==> src/rtl/gray_conv_arbiter_if.sv <==
// Handshake bundle between NUM_REQ binary-word producers, the shared
// gray-conversion arbiter and the single gray-coded consumer.
// The optional out_parity signal exists only when GRAY_ARB_PARITY_EN is defined.
interface gray_conv_arbiter_if #(
  parameter int NUM_REQ    = 4,
  parameter int DATA_WIDTH = 8,
  parameter int ID_WIDTH   = 2
);
  logic [NUM_REQ-1:0]            req_valid;
  logic [NUM_REQ-1:0]            req_ready;
  logic [NUM_REQ*DATA_WIDTH-1:0] req_data;
  logic                          out_valid;
  logic                          out_ready;
  logic [DATA_WIDTH-1:0]         out_data;
  logic [ID_WIDTH-1:0]           out_id;
`ifdef GRAY_ARB_PARITY_EN
  logic                          out_parity;

  modport slave (
    input  req_valid, req_data, out_ready,
    output req_ready, out_valid, out_data, out_id, out_parity
  );
  modport master (
    output req_valid, req_data, out_ready,
    input  req_ready, out_valid, out_data, out_id, out_parity
  );
`else
  modport slave (
    input  req_valid, req_data, out_ready,
    output req_ready, out_valid, out_data, out_id
  );
  modport master (
    output req_valid, req_data, out_ready,
    input  req_ready, out_valid, out_data, out_id
  );
`endif
endinterface

==> src/rtl/gray_conv_arbiter.sv <==
// Round-robin arbiter sharing one bin2gray converter among NUM_REQ
// requesters, feeding a one-entry registered output stage tagged with the
// winning requester index.
// Optional feature: define GRAY_ARB_PARITY_EN to add out_parity, the XOR of
// the accepted binary word, registered alongside out_data.

module bin2gray #(
  parameter int DATA_WIDTH = 8
) (
  input  logic [DATA_WIDTH-1:0] bin,
  output logic [DATA_WIDTH-1:0] gray
);
  assign gray = bin ^ (bin >> 1);
endmodule

module gray_conv_arbiter #(
  parameter int NUM_REQ    = 4,
  parameter int DATA_WIDTH = 8,
  parameter int ID_WIDTH   = 2
) (
  input  logic                clk,
  input  logic                rst_n,
  gray_conv_arbiter_if.slave  bus
);

  typedef enum logic {EMPTY = 1'b0, FULL = 1'b1} state_t;

  state_t                state_q, state_d;
  logic [DATA_WIDTH-1:0] data_q, data_d;
  logic [ID_WIDTH-1:0]   id_q, id_d;
  logic [ID_WIDTH-1:0]   ptr_q, ptr_d;
`ifdef GRAY_ARB_PARITY_EN
  logic                  par_q, par_d;
`endif

  logic                  win_found;
  logic [ID_WIDTH-1:0]   win_id;
  logic [DATA_WIDTH-1:0] win_bin;
  logic [DATA_WIDTH-1:0] win_gray;
  logic                  can_load;
  logic                  load;

  // Round-robin pick: lowest valid index at or above ptr, else lowest valid overall (wrap).
  always_comb begin
    win_found = 1'b0;
    win_id    = '0;
    win_bin   = '0;
    for (int i = 0; i < NUM_REQ; i++) begin
      if (!win_found && bus.req_valid[i] && (i >= int'(ptr_q))) begin
        win_found = 1'b1;
        win_id    = ID_WIDTH'(i);
        win_bin   = bus.req_data[i*DATA_WIDTH +: DATA_WIDTH];
      end
    end
    for (int i = 0; i < NUM_REQ; i++) begin
      if (!win_found && bus.req_valid[i]) begin
        win_found = 1'b1;
        win_id    = ID_WIDTH'(i);
        win_bin   = bus.req_data[i*DATA_WIDTH +: DATA_WIDTH];
      end
    end
  end

  bin2gray #(
    .DATA_WIDTH (DATA_WIDTH)
  ) u_bin2gray (
    .bin  (win_bin),
    .gray (win_gray)
  );

  // Grant and output-stage next state: load whenever the stage can accept and someone is valid.
  always_comb begin
    state_d       = state_q;
    data_d        = data_q;
    id_d          = id_q;
    ptr_d         = ptr_q;
`ifdef GRAY_ARB_PARITY_EN
    par_d         = par_q;
`endif
    bus.req_ready = '0;

    can_load = (state_q == EMPTY) || bus.out_ready;
    load     = can_load && win_found;

    for (int i = 0; i < NUM_REQ; i++) begin
      bus.req_ready[i] = load && (win_id == ID_WIDTH'(i));
    end

    if (load) begin
      state_d = FULL;
      data_d  = win_gray;
      id_d    = win_id;
      ptr_d   = (win_id == ID_WIDTH'(NUM_REQ - 1)) ? '0 : win_id + 1'b1;
`ifdef GRAY_ARB_PARITY_EN
      par_d   = ^win_bin;
`endif
    end else if ((state_q == FULL) && bus.out_ready) begin
      // Drain only: data/id keep their last values.
      state_d = EMPTY;
    end
  end

  // State, output stage and priority pointer registers; reset discards any pending word.
  always_ff @(posedge clk or negedge rst_n) begin
    if (!rst_n) begin
      state_q <= EMPTY;
      data_q  <= '0;
      id_q    <= '0;
      ptr_q   <= '0;
`ifdef GRAY_ARB_PARITY_EN
      par_q   <= 1'b0;
`endif
    end else begin
      state_q <= state_d;
      data_q  <= data_d;
      id_q    <= id_d;
      ptr_q   <= ptr_d;
`ifdef GRAY_ARB_PARITY_EN
      par_q   <= par_d;
`endif
    end
  end

  assign bus.out_valid  = (state_q == FULL);
  assign bus.out_data   = data_q;
  assign bus.out_id     = id_q;
`ifdef GRAY_ARB_PARITY_EN
  assign bus.out_parity = par_q;
`endif

endmodule

==> src/flat_wrapper.sv <==
// flat-port wrapper written by rule: the top's interface ports become plain ports
module gray_conv_arbiter_flat 
#(
  parameter int NUM_REQ    = 4,
  parameter int DATA_WIDTH = 8,
  parameter int ID_WIDTH   = 2
)
  (clk, rst_n, bus_req_valid, bus_req_data, bus_out_ready, bus_req_ready, bus_out_valid, bus_out_data, bus_out_id);
  gray_conv_arbiter_if #(.NUM_REQ(NUM_REQ), .DATA_WIDTH(DATA_WIDTH), .ID_WIDTH(ID_WIDTH)) bus_i ();
  input  logic clk;
  input  logic rst_n;
  input wire logic [$bits(bus_i.req_valid)-1:0] bus_req_valid;
  input wire logic [$bits(bus_i.req_data)-1:0] bus_req_data;
  input wire logic [$bits(bus_i.out_ready)-1:0] bus_out_ready;
  output wire logic [$bits(bus_i.req_ready)-1:0] bus_req_ready;
  output wire logic [$bits(bus_i.out_valid)-1:0] bus_out_valid;
  output wire logic [$bits(bus_i.out_data)-1:0] bus_out_data;
  output wire logic [$bits(bus_i.out_id)-1:0] bus_out_id;
  assign bus_i.req_valid = bus_req_valid;
  assign bus_i.req_data = bus_req_data;
  assign bus_i.out_ready = bus_out_ready;
  assign bus_req_ready = bus_i.req_ready;
  assign bus_out_valid = bus_i.out_valid;
  assign bus_out_data = bus_i.out_data;
  assign bus_out_id = bus_i.out_id;
  gray_conv_arbiter #(.NUM_REQ(NUM_REQ), .DATA_WIDTH(DATA_WIDTH), .ID_WIDTH(ID_WIDTH)) u_core (.clk(clk), .rst_n(rst_n), .bus(bus_i));
endmodule
==> config.mk <==
export PLATFORM = sky130hd
export DESIGN_NAME = gray_conv_arbiter_flat
export DESIGN_NICKNAME = d
export VERILOG_FILES = /design/src/rtl/gray_conv_arbiter_if.sv /design/src/rtl/gray_conv_arbiter.sv /design/src/flat_wrapper.sv
export SDC_FILE = /design/constraint.sdc
export NUM_CORES = 1
export LEC_CHECK = 0
export BUFFER_PORTS_ARGS = -buffer_cell sky130_fd_sc_hd__buf_2
export CAP_MARGIN = 20
export CORE_MARGIN = 3
export CORE_UTILIZATION = 51
export CTS_BUF_LIST = sky130_fd_sc_hd__clkbuf_2 sky130_fd_sc_hd__clkbuf_4 sky130_fd_sc_hd__clkbuf_8
export DETAILED_ROUTE_END_ITERATION = 10
export GPL_TIMING_DRIVEN = 0
export PLACE_DENSITY = 0.82
export SYNTH_ARGS = -nofsm -noshare
export SYNTH_HDL_FRONTEND = slang
export SYNTH_SLANG_ARGS = --single-unit
==> constraint.sdc <==
create_clock -name clk -period 2.27 [get_ports clk]
set_clock_uncertainty 0.15 [all_clocks]
set_input_delay 0.227 -clock clk [delete_from_list [all_inputs] [get_ports clk]]
set_output_delay 0.227 -clock clk [all_outputs]
set_load 0.05 [all_outputs]
==> results_dict.tcl <==
set metrics [dict create \
    status "finished, violations left" \
    violations "setup timing" \
    slew_violations 0 \
    min_to "u_core.bus.out_valid$_DFFE_PN0P_" \
    seq_area_um2 325 \
    overflow 0 \
    syn_area_um2 1460 \
    dp_hpwl_um 3520 \
    diodes 0 \
    post_dp_cell_area_um2 1760 \
    period_minus_slack_ns 2.40 \
    drt_iter0_drc 113 \
    ir_drop_mv 1.08 \
    yosysWarningCount 0 \
    portBuffers 52 \
    cts.sinks 13 \
    drc_errors 0 \
    grt_setup_unrepaired "yes" \
    fillers 176 \
    die_area_um2 3540 \
    clkLatencyLatePin_ns 0.28 \
    synth_top_family_by_area "compound AO/OA/AOI/OAI gates" \
    synthCells 173 \
    core_area_um2 2590 \
    cap_violations 0 \
    syn_to_final_growth_pct 37.8 \
    postLayoutCellArea_um2 2010 \
    ant_nets 0 \
    grt_util_all_layers 0.286 \
    multi_input_area_um2 1090 \
    ys.flop_type "dfrtp_1" \
    path_max_fanout 4 \
    rows 18 \
    synthSimpleGateAreaFrac 0.201 \
    grt_max_degree 14 \
    hold_path_class "input port to flop" \
    wl_per_cell_um 18.7 \
    dr_wl_met2_um 2540 \
    worstHoldPathCells 4 \
    grt_pass1_vias 1704 \
    drive_gt1_frac 0.427 \
    ff2ff_path_depth 9 \
    cts-root-buf "clkbuf_4" \
    wl_um 5060 \
    antenna_found_initial 0 \
    synth_xor_area_frac 0 \
    synth-seq-cells 13 \
    wl_met3_um 562 \
    required_ns 1.89 \
    p_leak_nw 0.923 \
    seq_area_frac_synth 0.223 \
    worstReg2RegStart "u_core.ptr_q[1]$_DFFE_PN0P_" \
    synth_edf_count 0 \
    min_from "bus_out_ready" \
    h-tree-depth 1 \
    power.density_nw_per_um2 1080 \
    cts_buffers 3 \
    grt_pass1_wl_um 7780 \
    layout_setup_ws_ns -0.126 \
    critical_path_class "flop to output port" \
    fin_nets 285 \
    ys_types 48 \
    syn_nets 216 \
    tritoncts "yes" \
    synth-compound-area-share 0.456 \
    synth.avg_cell_area_um2 8.45 \
    max-slew-margin-rel 0.634 \
    globalplace.congestion 0.994 \
    routed.top_layer "met4" \
    synth_mux_area_frac 0.00771 \
    end_kind "output port" \
    clk_pin_slew_ns 0.08 \
    met1_length_um 1850 \
    fin_hold_ws_ns 0.0654 \
    final_hold_viol_count 0 \
    synth_fa_ha_area_frac 0.0342 \
    synthArstFlopShare 1.00 \
    vias_per_cell 6.83 \
    max_freq_ghz 0.417 \
    ios 54 \
    clk_path_buf_depth 2 \
    fp.dieW_um 59.5 \
    finalCritPeriodShare 1.06 \
    finalSetupViolations 6 \
    rrSetupSlack_ns -0.01 \
    firstDrtPassIters 5 \
    start_util 0.564 \
    die_h_um 59.5 \
    startpoint_type "flop" \
    worst_pin_slew_ns 0.549 \
    dr_total_vias 1851 \
    rr_endpoint "u_core.bus.out_data[5]$_DFFE_PN0P_" \
    fin_util 0.777 \
    critPathArrivalTime_ns 2.02 \
]
metrics by stage:
step                TNS (ns)  worst slack [ns]  instances  power (mW)
CTS                   -0.561            -0.126        264        1.99
global route           -1.26            -0.198        271        2.30
finish                -0.416            -0.126        271        2.18
global placement      -0.219           -0.0847        255        1.69
detailed placement    -0.407            -0.133        255        1.73
floorplan                  0            0.0800        173        1.42
critical path, stage by stage (launching register included):
cell	delay [ns]
dfrtp_1	0.41
buf_6	0.14
and2_4	0.13
o21a_1	0.16
a311o_1	0.34
inv_2	0.11
ha_1	0.16
and2_4	0.15
buf_8	0.14
synthesized netlist by cell type (2+ instances only):
master / n / area [um^2]
a211o_1: 7 / 61.3
a21o_1: 2 / 15.0
a21oi_1: 4 / 20.0
a22o_1: 5 / 43.8
a22oi_1: 5 / 37.5
a31oi_1: 15 / 93.8
and2_1: 5 / 31.3
and3_1: 2 / 12.5
and3b_1: 8 / 70.1
buf_2: 3 / 15.0
buf_6: 4 / 45.0
clkbuf_1: 4 / 15.0
dfrtp_1: 13 / 325
ha_1: 4 / 50.1
inv_1: 6 / 22.5
nand2_1: 14 / 52.6
nor2_1: 15 / 56.3
o211ai_1: 7 / 52.6
o21a_1: 6 / 45.0
o21ai_0: 3 / 15.0
o221a_1: 3 / 33.8
o221ai_1: 5 / 43.8
o22ai_1: 7 / 43.8
o31a_1: 2 / 17.5
logic make-up (layout without fill, tap and decap cells):
kind of cell | Yosys count | after routing
simple gates | 53 | 53
flops | 13 | 13
buf+inv | 20 | 88
compound gates | 82 | 82
mux | 1 | 1
fa+ha+maj | 4 | 4
registers in the layout, indices dropped and copies added, names as in the netlist:
| register | cells |
|---|---|
| u_core.bus.out_data | 8 |
| u_core.bus.out_id | 2 |
| u_core.bus.out_valid | 1 |
| u_core.ptr_q | 2 |
cells in the final DEF (no fill, tap or decap), types with 3 or more instances in the layout:
cell type  instances
buf_2             51
buf_8              3
nor2_1            13
and2_4             3
o221ai_1           3
inv_1              4
o221a_1            3
clkbuf_4           4
inv_2              3
buf_6              7
dfrtp_1           13
a22o_1             5
o21ai_0            3
o22ai_1            7
buf_4             10
nand2_1           14
a211o_1            7
o21a_1             6
o211ai_1           7
a22oi_1            5
clkbuf_2           3
and3b_1            8
a31oi_1           14
ha_1               3
a21oi_1            4
where the power goes:
part	leakage, nW	switching [mW]	total (mW)	internal, mW
Sequential	0.148	0.0496	0.375	0.325
Clock	0.0184	0.0819	0.162	0.0803
Combinational	0.757	0.979	1.64	0.660
area by class of cell:
class	count	share of cell area
Multi-Input combinational cell	140	0.542
Timing Repair Buffer	64	0.198
Clock buffer	4	0.0149
Buffer	13	0.0522
Tap cell	30	0.0186
Inverter	7	0.0131
Sequential cell	13	0.162
routing by layer:
layer	track usage	vias to the layer above
met2	0.513	137
met3	0.0414	18
met4	0.120	0
li1	-	818
met1	0.336	878
met5	0	-
repair_timing:
action,4_1_cts,5_1_grt
setup buffers,4,7
gates resized for setup,16,21
cloned,0,0
hold endpoints to repair,13,0
hold buffers,1,0
pin swaps,3,8
endpoints found under the setup margin,4,11
how the worst max path moves through the flow:
| stage | start | endpoint | slack, ns | cells past startpoint |
|---|---|---|---|---|
| after floorplan | u_core.ptr_q[1]$_DFFE_PN0P_ | bus_req_ready[3] | 0.08 | 8 |
| after global placement | u_core.ptr_q[1]$_DFFE_PN0P_ | bus_req_ready[3] | -0.08 | 9 |
| after detailed placement | u_core.ptr_q[1]$_DFFE_PN0P_ | bus_req_ready[1] | -0.13 | 9 |
| after CTS | u_core.ptr_q[1]$_DFFE_PN0P_ | bus_req_ready[1] | -0.13 | 8 |
| after global routing | u_core.ptr_q[1]$_DFFE_PN0P_ | bus_req_ready[0] | -0.20 | 9 |
| final | u_core.ptr_q[1]$_DFFE_PN0P_ | bus_req_ready[3] | -0.13 | 8 |
Note: power is estimated with default switching activity, not from simulation.
